**src/rtl/icx_frame_sequencer.sv**
```systemverilog
// Frame sequencer for the ICX CCD path: substrate clear, exposure, sensor-gate transfer, line readout.
// Optional abort support is enabled by defining ICX_SEQ_ABORT_EN.
module icx_frame_sequencer #(
  parameter int unsigned LINES        = 4,
  parameter int unsigned PIXELS       = 8,
  parameter int unsigned CLEAR_PULSES = 2,
  parameter int unsigned SUB_WIDTH    = 3,
  parameter int unsigned XSG_WIDTH    = 2,
  parameter int unsigned VSHIFT_WIDTH = 2,
  parameter int unsigned EXP_W        = 16,
  parameter int unsigned LINE_W       = 8,
  parameter int unsigned PIX_W        = 8
) (
  input  logic              clock_in,
  input  logic              reset_in,
  input  logic              start_i,
  input  logic [EXP_W-1:0]  exp_time_i,
  input  logic              abort_i,
  output logic              busy_o,
  output logic              sub_o,
  output logic              xsg_o,
  output logic              v_o,
  output logic              h_en_o,
  output logic [LINE_W-1:0] line_o,
  output logic [PIX_W-1:0]  pix_o,
  output logic              done_o
);

  typedef enum logic [2:0] {
    StIdle, StClear, StExpose, StXfer, StVshift, StHread, StDone
  } state_e;

  state_e             state_q, state_d;
  logic [EXP_W-1:0]   cnt_q, cnt_d;
  logic [EXP_W-1:0]   pulse_q, pulse_d;
  logic [EXP_W-1:0]   exp_q, exp_d;
  logic [EXP_W-1:0]   exp_last;
  logic [LINE_W-1:0]  line_q, line_d;
  logic [PIX_W-1:0]   pix_q, pix_d;
  logic               busy_q, sub_q, xsg_q, v_q, h_en_q, done_q;
  logic               abort_req;

`ifdef ICX_SEQ_ABORT_EN
  assign abort_req = abort_i;
`else
  logic unused_abort;
  assign unused_abort = abort_i;
  assign abort_req    = 1'b0;
`endif

  // Zero exposure still costs one cycle; the full-scale value never wraps.
  assign exp_last = (exp_q == '0) ? '0 : exp_q - EXP_W'(1);

  always_comb begin
    state_d = state_q;
    cnt_d   = cnt_q;
    pulse_d = pulse_q;
    exp_d   = exp_q;
    line_d  = line_q;
    pix_d   = pix_q;
    unique case (state_q)
      StIdle: begin
        cnt_d   = '0;
        pulse_d = '0;
        line_d  = '0;
        pix_d   = '0;
        if (start_i) begin
          exp_d   = exp_time_i;
          state_d = StClear;
        end
      end
      StClear: begin
        if (cnt_q == EXP_W'(2 * SUB_WIDTH - 1)) begin
          cnt_d = '0;
          if (pulse_q == EXP_W'(CLEAR_PULSES - 1)) begin
            pulse_d = '0;
            state_d = StExpose;
          end else begin
            pulse_d = pulse_q + EXP_W'(1);
          end
        end else begin
          cnt_d = cnt_q + EXP_W'(1);
        end
      end
      StExpose: begin
        if (cnt_q == exp_last) begin
          cnt_d   = '0;
          line_d  = '0;
          state_d = StXfer;
        end else begin
          cnt_d = cnt_q + EXP_W'(1);
        end
      end
      StXfer: begin
        if (cnt_q == EXP_W'(XSG_WIDTH - 1)) begin
          cnt_d   = '0;
          state_d = StVshift;
        end else begin
          cnt_d = cnt_q + EXP_W'(1);
        end
      end
      StVshift: begin
        if (cnt_q == EXP_W'(VSHIFT_WIDTH - 1)) begin
          cnt_d   = '0;
          pix_d   = '0;
          state_d = StHread;
        end else begin
          cnt_d = cnt_q + EXP_W'(1);
        end
      end
      StHread: begin
        if (pix_q == PIX_W'(PIXELS - 1)) begin
          pix_d = '0;
          if (line_q == LINE_W'(LINES - 1)) begin
            state_d = StDone;
          end else begin
            line_d  = line_q + LINE_W'(1);
            state_d = StVshift;
          end
        end else begin
          pix_d = pix_q + PIX_W'(1);
        end
      end
      StDone: begin
        line_d  = '0;
        pix_d   = '0;
        state_d = StIdle;
      end
      default: state_d = StIdle;
    endcase

    if (abort_req && state_q != StIdle && state_q != StDone) begin
      state_d = StIdle;
      cnt_d   = '0;
      pulse_d = '0;
      line_d  = '0;
      pix_d   = '0;
    end
  end

  // Pulse outputs are decoded from next-state values so they align with the state register.
  always_ff @(posedge clock_in) begin
    if (reset_in) begin
      state_q <= StIdle;
      cnt_q   <= '0;
      pulse_q <= '0;
      exp_q   <= '0;
      line_q  <= '0;
      pix_q   <= '0;
      busy_q  <= 1'b0;
      sub_q   <= 1'b0;
      xsg_q   <= 1'b0;
      v_q     <= 1'b0;
      h_en_q  <= 1'b0;
      done_q  <= 1'b0;
    end else begin
      state_q <= state_d;
      cnt_q   <= cnt_d;
      pulse_q <= pulse_d;
      exp_q   <= exp_d;
      line_q  <= line_d;
      pix_q   <= pix_d;
      busy_q  <= (state_d != StIdle);
      sub_q   <= (state_d == StClear) && (cnt_d < EXP_W'(SUB_WIDTH));
      xsg_q   <= (state_d == StXfer);
      v_q     <= (state_d == StVshift);
      h_en_q  <= (state_d == StHread);
      done_q  <= (state_d == StDone);
    end
  end

  assign busy_o = busy_q;
  assign sub_o  = sub_q;
  assign xsg_o  = xsg_q;
  assign v_o    = v_q;
  assign h_en_o = h_en_q;
  assign line_o = line_q;
  assign pix_o  = pix_q;
  assign done_o = done_q;

endmodule

```
**config.mk**
```make
export PLATFORM = sky130hd
export DESIGN_NAME = icx_frame_sequencer
export DESIGN_NICKNAME = d
export VERILOG_FILES = /design/src/rtl/icx_frame_sequencer.sv
export SDC_FILE = /design/constraint.sdc
export NUM_CORES = 1
export LEC_CHECK = 0
export CAP_MARGIN = 20
export CORE_MARGIN = 1.5
export CORE_UTILIZATION = 47
export DETAILED_ROUTE_END_ITERATION = 10
export GPL_TIMING_DRIVEN = 0
export HOLD_SLACK_MARGIN = 0.15
export PLACE_DENSITY = 0.77
export SYNTH_ARGS = -nofsm -noshare
export SYNTH_HDL_FRONTEND = slang
export SYNTH_SLANG_ARGS = --single-unit
export TNS_END_PERCENT = 30
```
**constraint.sdc**
```tcl
create_clock -name clock_in -period 4.3 [get_ports clock_in]
set_input_delay 1.29 -clock clock_in [delete_from_list [all_inputs] [get_ports clock_in]]
set_output_delay 1.29 -clock clock_in [all_outputs]
set_load 0.01 [all_outputs]
```
==> impl_metrics.ini <==
[grt]
grt_pass1_wl_um = 19640
grt_start_max_net_pins = 13
grt_usage = 0.2415
grt_pass1_vias = 4197
antenna_found_initial = 0
overflow = 0

[logic_synthesis]
synth.avg_cell_area_um2 = 7.520
synth_area_um2 = 4414
synth-edff-count = 0
ys_ff_latch = 73
yosys_warnings = 0
synth_fp_nets = 614
ys_seq_area_frac = 0.3311
ys_types = 67
synth_area_leaders = dfxtp_1 (33%), nor2_1 (6.2%), nand2_1 (6.0%)
synthFlopType = dfxtp_1
synth_top_cell_by_area = dfxtp_1
synthCells = 587
ys_async_sr_fraction = 0
yosysTopAreaCellShare = 0.3311

[final_layout]
area_growth_pct = 16.81
drive_gt1_frac = 0.05140
fin_cells = 753
fin_nets = 665
num_antenna_cells = 0

[hold_path]
hold_path_class = flip-flop to flip-flop

[power]
p_per_area_nw_per_um2 = 317.3
p_leak_nw = 1.824
power_mw = 1.636
p_int_mw = 1.136
irDropWorstVdd_mv = 0.1630
p_sw_uw = 499.9
clock_power_share = 0.348
pwr-share-comb = 0.216
switching_share = 0.3055
p_seq_frac = 0.436

[cts]
cts_tree = done
root_buffer = clkbuf_8
clkTransAtPathRegs_ns = 0.08
htreeDepth = 3
cts.path.max_buffers = 2
cts_repair_resize_count = 0
cts_hold_buf = 0
insertion_delay_ns = 0.36
clock_sinks = 73
post_cts_buffers = 0
cts_buffers = 9

[place]
gp_congestion = 0.9180
placed_cells = 738
port_buffers = 40
dp_hpwl_um = 8649
pre_cts_ws_ns = 0.4536

[critical_path]
cp.required_ns = 4.53
max_stage_delay_ns = 0.67
critPathMaxFanout = 10
end_kind = flip-flop
worstPathArrival_ns = 4.20
path_delay_family = simple AND/OR/NAND/NOR gates
crit_path_start_kind = flip-flop
path_buf_inv = 4
cp_common_cell = nor2_1
cp_cell_sequence = inv_1 > ha_1 > buf_4 > or4b_1 > buf_2 > nor4_2 > a32oi_1 > o221ai_1 > and4b_1 > nand4_2 > nor2_1 > or3_1 > clkbuf_1 > nor2_1
slowest_stage = nor4_2
path_class = flip-flop to flip-flop

[detailed_routing]
route.antenna.remaining_nets = 0
wl_um = 11600
viasPerCell = 5.914
drcViolationCount = 0
wl_per_cell_um = 15.41
firstDrtPassIters = 4
vias = 4453
drtIter0Drc = 225

[sta]
hold_viol_final = 0
timing.final.max_slew_violations = 0
setup-tns-final_ns = 0
tightest_slew_ns = 0.8565
post-route-min-period_ns = 3.973
fmax_mhz = 251.7
timing.hold.ws_ns = 0.5114
finClkSkew_ns = 0.01046
min_period_over_period = 0.9238
setup_viol = 0
rsz0062_at_grt = false
setup_ws_ns = 0.3275
relSlewSlack = 0.4246

[die]
fp-row-count = 35
start_util = 0.4823
io_pins = 42
die_x_um = 99.91
die_area_um2 = 9982
core_area_um2 = 9153
fp.dieH_um = 99.91

[flow_run]
maxCapViolCount = 0

[run_status]
status = completed
[power by group through the flow]
| stage | Sequential (mW) | Combinational [mW] | Clock, mW |
|---|---|---|---|
| after floorplan | 0.725 | 0.253 | 0 |
| after global placement | 0.727 | 0.337 | 0 |
| after detailed placement | 0.729 | 0.347 | 0 |
| after CTS | 0.713 | 0.349 | 0.577 |
| after global routing | 0.716 | 0.392 | 0.602 |
| final | 0.713 | 0.354 | 0.569 |
[final timing paths]
| path | startpoint | cells past startpoint | to | slack (ns) |
|---|---|---|---|---|
| setup / recovery | exp_q[0]$_SDFFE_PP0P_ | 14 | cnt_q[14]$_SDFF_PP0_ | 0.33 |
| hold / removal | pulse_q[11]$_SDFFE_PP0P_ | 2 | pulse_q[11]$_SDFFE_PP0P_ | 0.51 |
| setup reg to reg | exp_q[0]$_SDFFE_PP0P_ | 14 | cnt_q[14]$_SDFF_PP0_ | 0.33 |
| hold reg to reg | pulse_q[11]$_SDFFE_PP0P_ | 2 | pulse_q[11]$_SDFFE_PP0P_ | 0.51 |
[stage by stage]
step / util / area (µm²)
final: 0.5634 / 5156
after floorplan: - / 4414
after CTS: 0.5634 / 5156
after global placement: 0.5412 / 4954
after detailed placement: 0.5412 / 4954
after global routing: 0.5634 / 5156
[flip-flops by register name (all words and copies together) (netlist names)]
name	count
line_o	8
cnt_q	16
v_o	1
done_o	1
busy_o	1
pulse_q	16
pix_o	8
h_en_o	1
xsg_o	1
state_q	3
sub_o	1
exp_q	16
[kinds of logic (layout without fill, tap and decap cells)]
family                     after synthesis  count (layout)  synth area share
AOI/OAI and AO/OA                      122             122            0.1746
adders and majority gates                7               7           0.01984
muxes                                    2               2          0.004819
DFF                                     73              73            0.3311
xor gates and xnor gates                34              34           0.07370
and+or+nand+nor                        298             298            0.3489
buffers and inverters                   51             106           0.04705
[metal layers]
layer / part of all wire / wire [µm] / GRT usage
met4: 0.019 / 224 / 0.08884
met1: 0.45 / 5203 / 0.2994
met3: 0.037 / 428 / 0.03900
met2: 0.50 / 5746 / 0.4223
met5: 0 / 0 / 0
[cells in the mapped netlist, types with 3 or more instances]
cell and instances:
nand2_1 70, xor2_1 17, o21ai_0 23, and2_1 3, a21oi_1 44, clkbuf_1 28
xnor2_1 15, nand3_1 20, o31ai_1 4, nor3b_1 6, or3_1 16, or4_1 7
or2_2 4, dfxtp_1 73, a21o_1 4, ha_1 7, a211oi_1 6, o22ai_1 3
nor3_1 20, o211ai_1 5, nor2b_1 13, a31oi_1 5, buf_2 4, inv_1 16
and3_1 15, nand4_1 17, nor2_1 73, nor4_1 15, a21boi_0 3
[cell type report]
class                   instances  area, µm²
well taps                     111      138.9
clock inverters                 4      51.30
inverters                      16      60.06
flip-flops and latches         73       1461
fillers                       866       3996
plain buffers                  35      147.6
clock buffers                  11      151.4
multi-input cells             463       2745
repair buffers                 40      400.4
[worst min-delay path: stages, from the launching register on]
cell and delay, ns:
dfxtp_1 0.34, o21ai_0 0.08, a21oi_1 0.06
[layout by cell type, fill, tap and decap left out, drive strengths merged, types with 18 or more instances in the layout]
| cell | n |
|---|---|
| nor3 | 21 |
| dfxtp | 73 |
| a21oi | 44 |
| clkdlybuf4s50 | 40 |
| o21ai | 23 |
| nor2 | 73 |
| nand2 | 70 |
| nand4 | 18 |
| nand3 | 20 |
| clkbuf | 39 |
Power figures use the tool's default switching activity.
==> RTL change (same settings) <==
The option `ICX_SEQ_ABORT_EN` is turned on by a define.
--- a/src/rtl/icx_frame_sequencer.sv
+++ b/src/rtl/icx_frame_sequencer.sv
@@ -1,5 +1,7 @@
 // Frame sequencer for the ICX CCD path: substrate clear, exposure, sensor-gate transfer, line readout.
 // Optional abort support is enabled by defining ICX_SEQ_ABORT_EN.
+`define ICX_SEQ_ABORT_EN
+
 module icx_frame_sequencer #(
   parameter int unsigned LINES        = 4,
   parameter int unsigned PIXELS       = 8,
Check against the original RTL: not equivalent (a bounded check fails within 4 cycles, from zero or initial values and one cycle with reset_in high).
==> RTL change against the unedited design <==
Sequential cell count did not move; setup slack improved by 7.4 ps; final cell count fell by 5.4%; die area fell by 3.4%; synthesized area fell by 3.5%; global-route usage fell by 3.2 points; count of clock-buffer cells in the layout fell by 2; clock skew barely moved; design area fell by 3.3%; wire length fell by 15%; synthesized cell count fell by 6.8%; total power fell by 3.9%; first-iteration DRC count fell by 8.4%; critical path type unchanged; critical endpoint is now cnt_q[13]$_SDFF_PP0_; highest routed layer unchanged.
==> RTL change: results <==
{
  "outcome": "finished, final reports clean",
  "netlist_instances": 547,
  "fillers": 802,
  "grt_pass1_vias": 3667,
  "peakVddDrop_mv": 0.2071,
  "place_ws_ps": 387.0,
  "power.leakage_nw": 1.742,
  "wirelength_um": 9836,
  "reg2reg_depth": 15,
  "dr.first_iter.drc_count": 206,
  "netlist_top_cells_area": "dfxtp_1, nor2_1, nand2_1",
  "skew_ps": 10.91,
  "cpMaxStageDelayCell": "or4_1",
  "r2r_start": "exp_q[0]$_SDFFE_PP0P_",
  "p_switching_w": 0.0005124,
  "synthMuxAreaShare_pct": 1.263,
  "clockBufferDepth": 2,
  "rr_endpoint": "cnt_q[13]$_SDFF_PP0_",
  "synth-adder-area-share_pct": 2.056,
  "synth_fp_nets": 574,
  "whs_endpoint": "pulse_q[14]$_SDFFE_PP0P_",
  "grt_pass1_wl_um": 16860,
  "hp-start": "pulse_q[14]$_SDFFE_PP0P_",
  "htreeDepth": 3,
  "critPathMaxStageDelay_ps": 550,
  "num_vias": 4022,
  "synth_cell_types": 63,
  "wl_per_cell_um": 13.81,
  "yosys-top-cells-count": "nor2_1, dfxtp_1, nand2_1",
  "grt_util_all_layers_pct": 20.98,
  "yosysSeqAreaShare_pct": 34.30,
  "whs_ps": 494.3,
  "placed_area_um2": 4801,
  "nNetsFinal": 626,
  "grt_max_degree": 16,
  "worstMarginPinSlew_ps": 724.7,
  "synth_xor_area_share_pct": 10.90,
  "gp_congestion": 0.8990,
  "min_period_ps": 3965
}
## RTL change: changes by cell type in the layout (fill, tap and decap cells not counted), sizes merged, moves of 5 or more
cell | before | now
a21oi | 44 | 33
o21ai | 23 | 15
clkbuf | 39 | 31
nor3 | 21 | 16
or3 | 16 | 4
nor2b | 13 | 2
nor2 | 73 | 82
and4 | 2 | 9
and3 | 15 | 8
xor2 | 17 | 25
xnor2 | 15 | 28
## RTL change: worst max-delay path by stage
stage	to	cells after the start
floorplan	line_o[6]$_SDFFE_PP0P_	13
global placement	cnt_q[15]$_SDFF_PP0_	15
detailed placement	cnt_q[13]$_SDFF_PP0_	15
CTS	cnt_q[13]$_SDFF_PP0_	15
global route	cnt_q[14]$_SDFF_PP0_	15
finish	cnt_q[13]$_SDFF_PP0_	15
## RTL change: power groups by stage
stage	Clock, W	Sequential, W	Combinational, W
after global placement	0	0.000733	0.000324
after floorplan	0	0.000731	0.000247
after detailed placement	0	0.000734	0.000333
after CTS	0.000532	0.000718	0.000337
after global routing	0.000557	0.000723	0.000379
final	0.000515	0.000719	0.000338
## RTL change: routing by layer
metal	routed length, µm	global-route usage [%]	up-vias	share of wire (%)
li1	-	-	2034	-
met1	4762	29.69	1884	48
met2	4457	32.20	92	45
met3	470	3.508	12	4.8
met4	145	7.692	0	1.5
met5	0	0	-	0
## RTL change: layout make-up
cell class	count	area, µm²	share of cell area [%]
inverters	13	48.80	0.9782
repair buffers	41	405.4	8.126
multi-input cells	429	2606	52.24
well taps	108	135.1	2.709
clock inverters	7	63.81	1.279
plain buffers	32	143.9	2.884
flip-flops and latches	73	1461	29.30
clock buffers	9	123.9	2.483
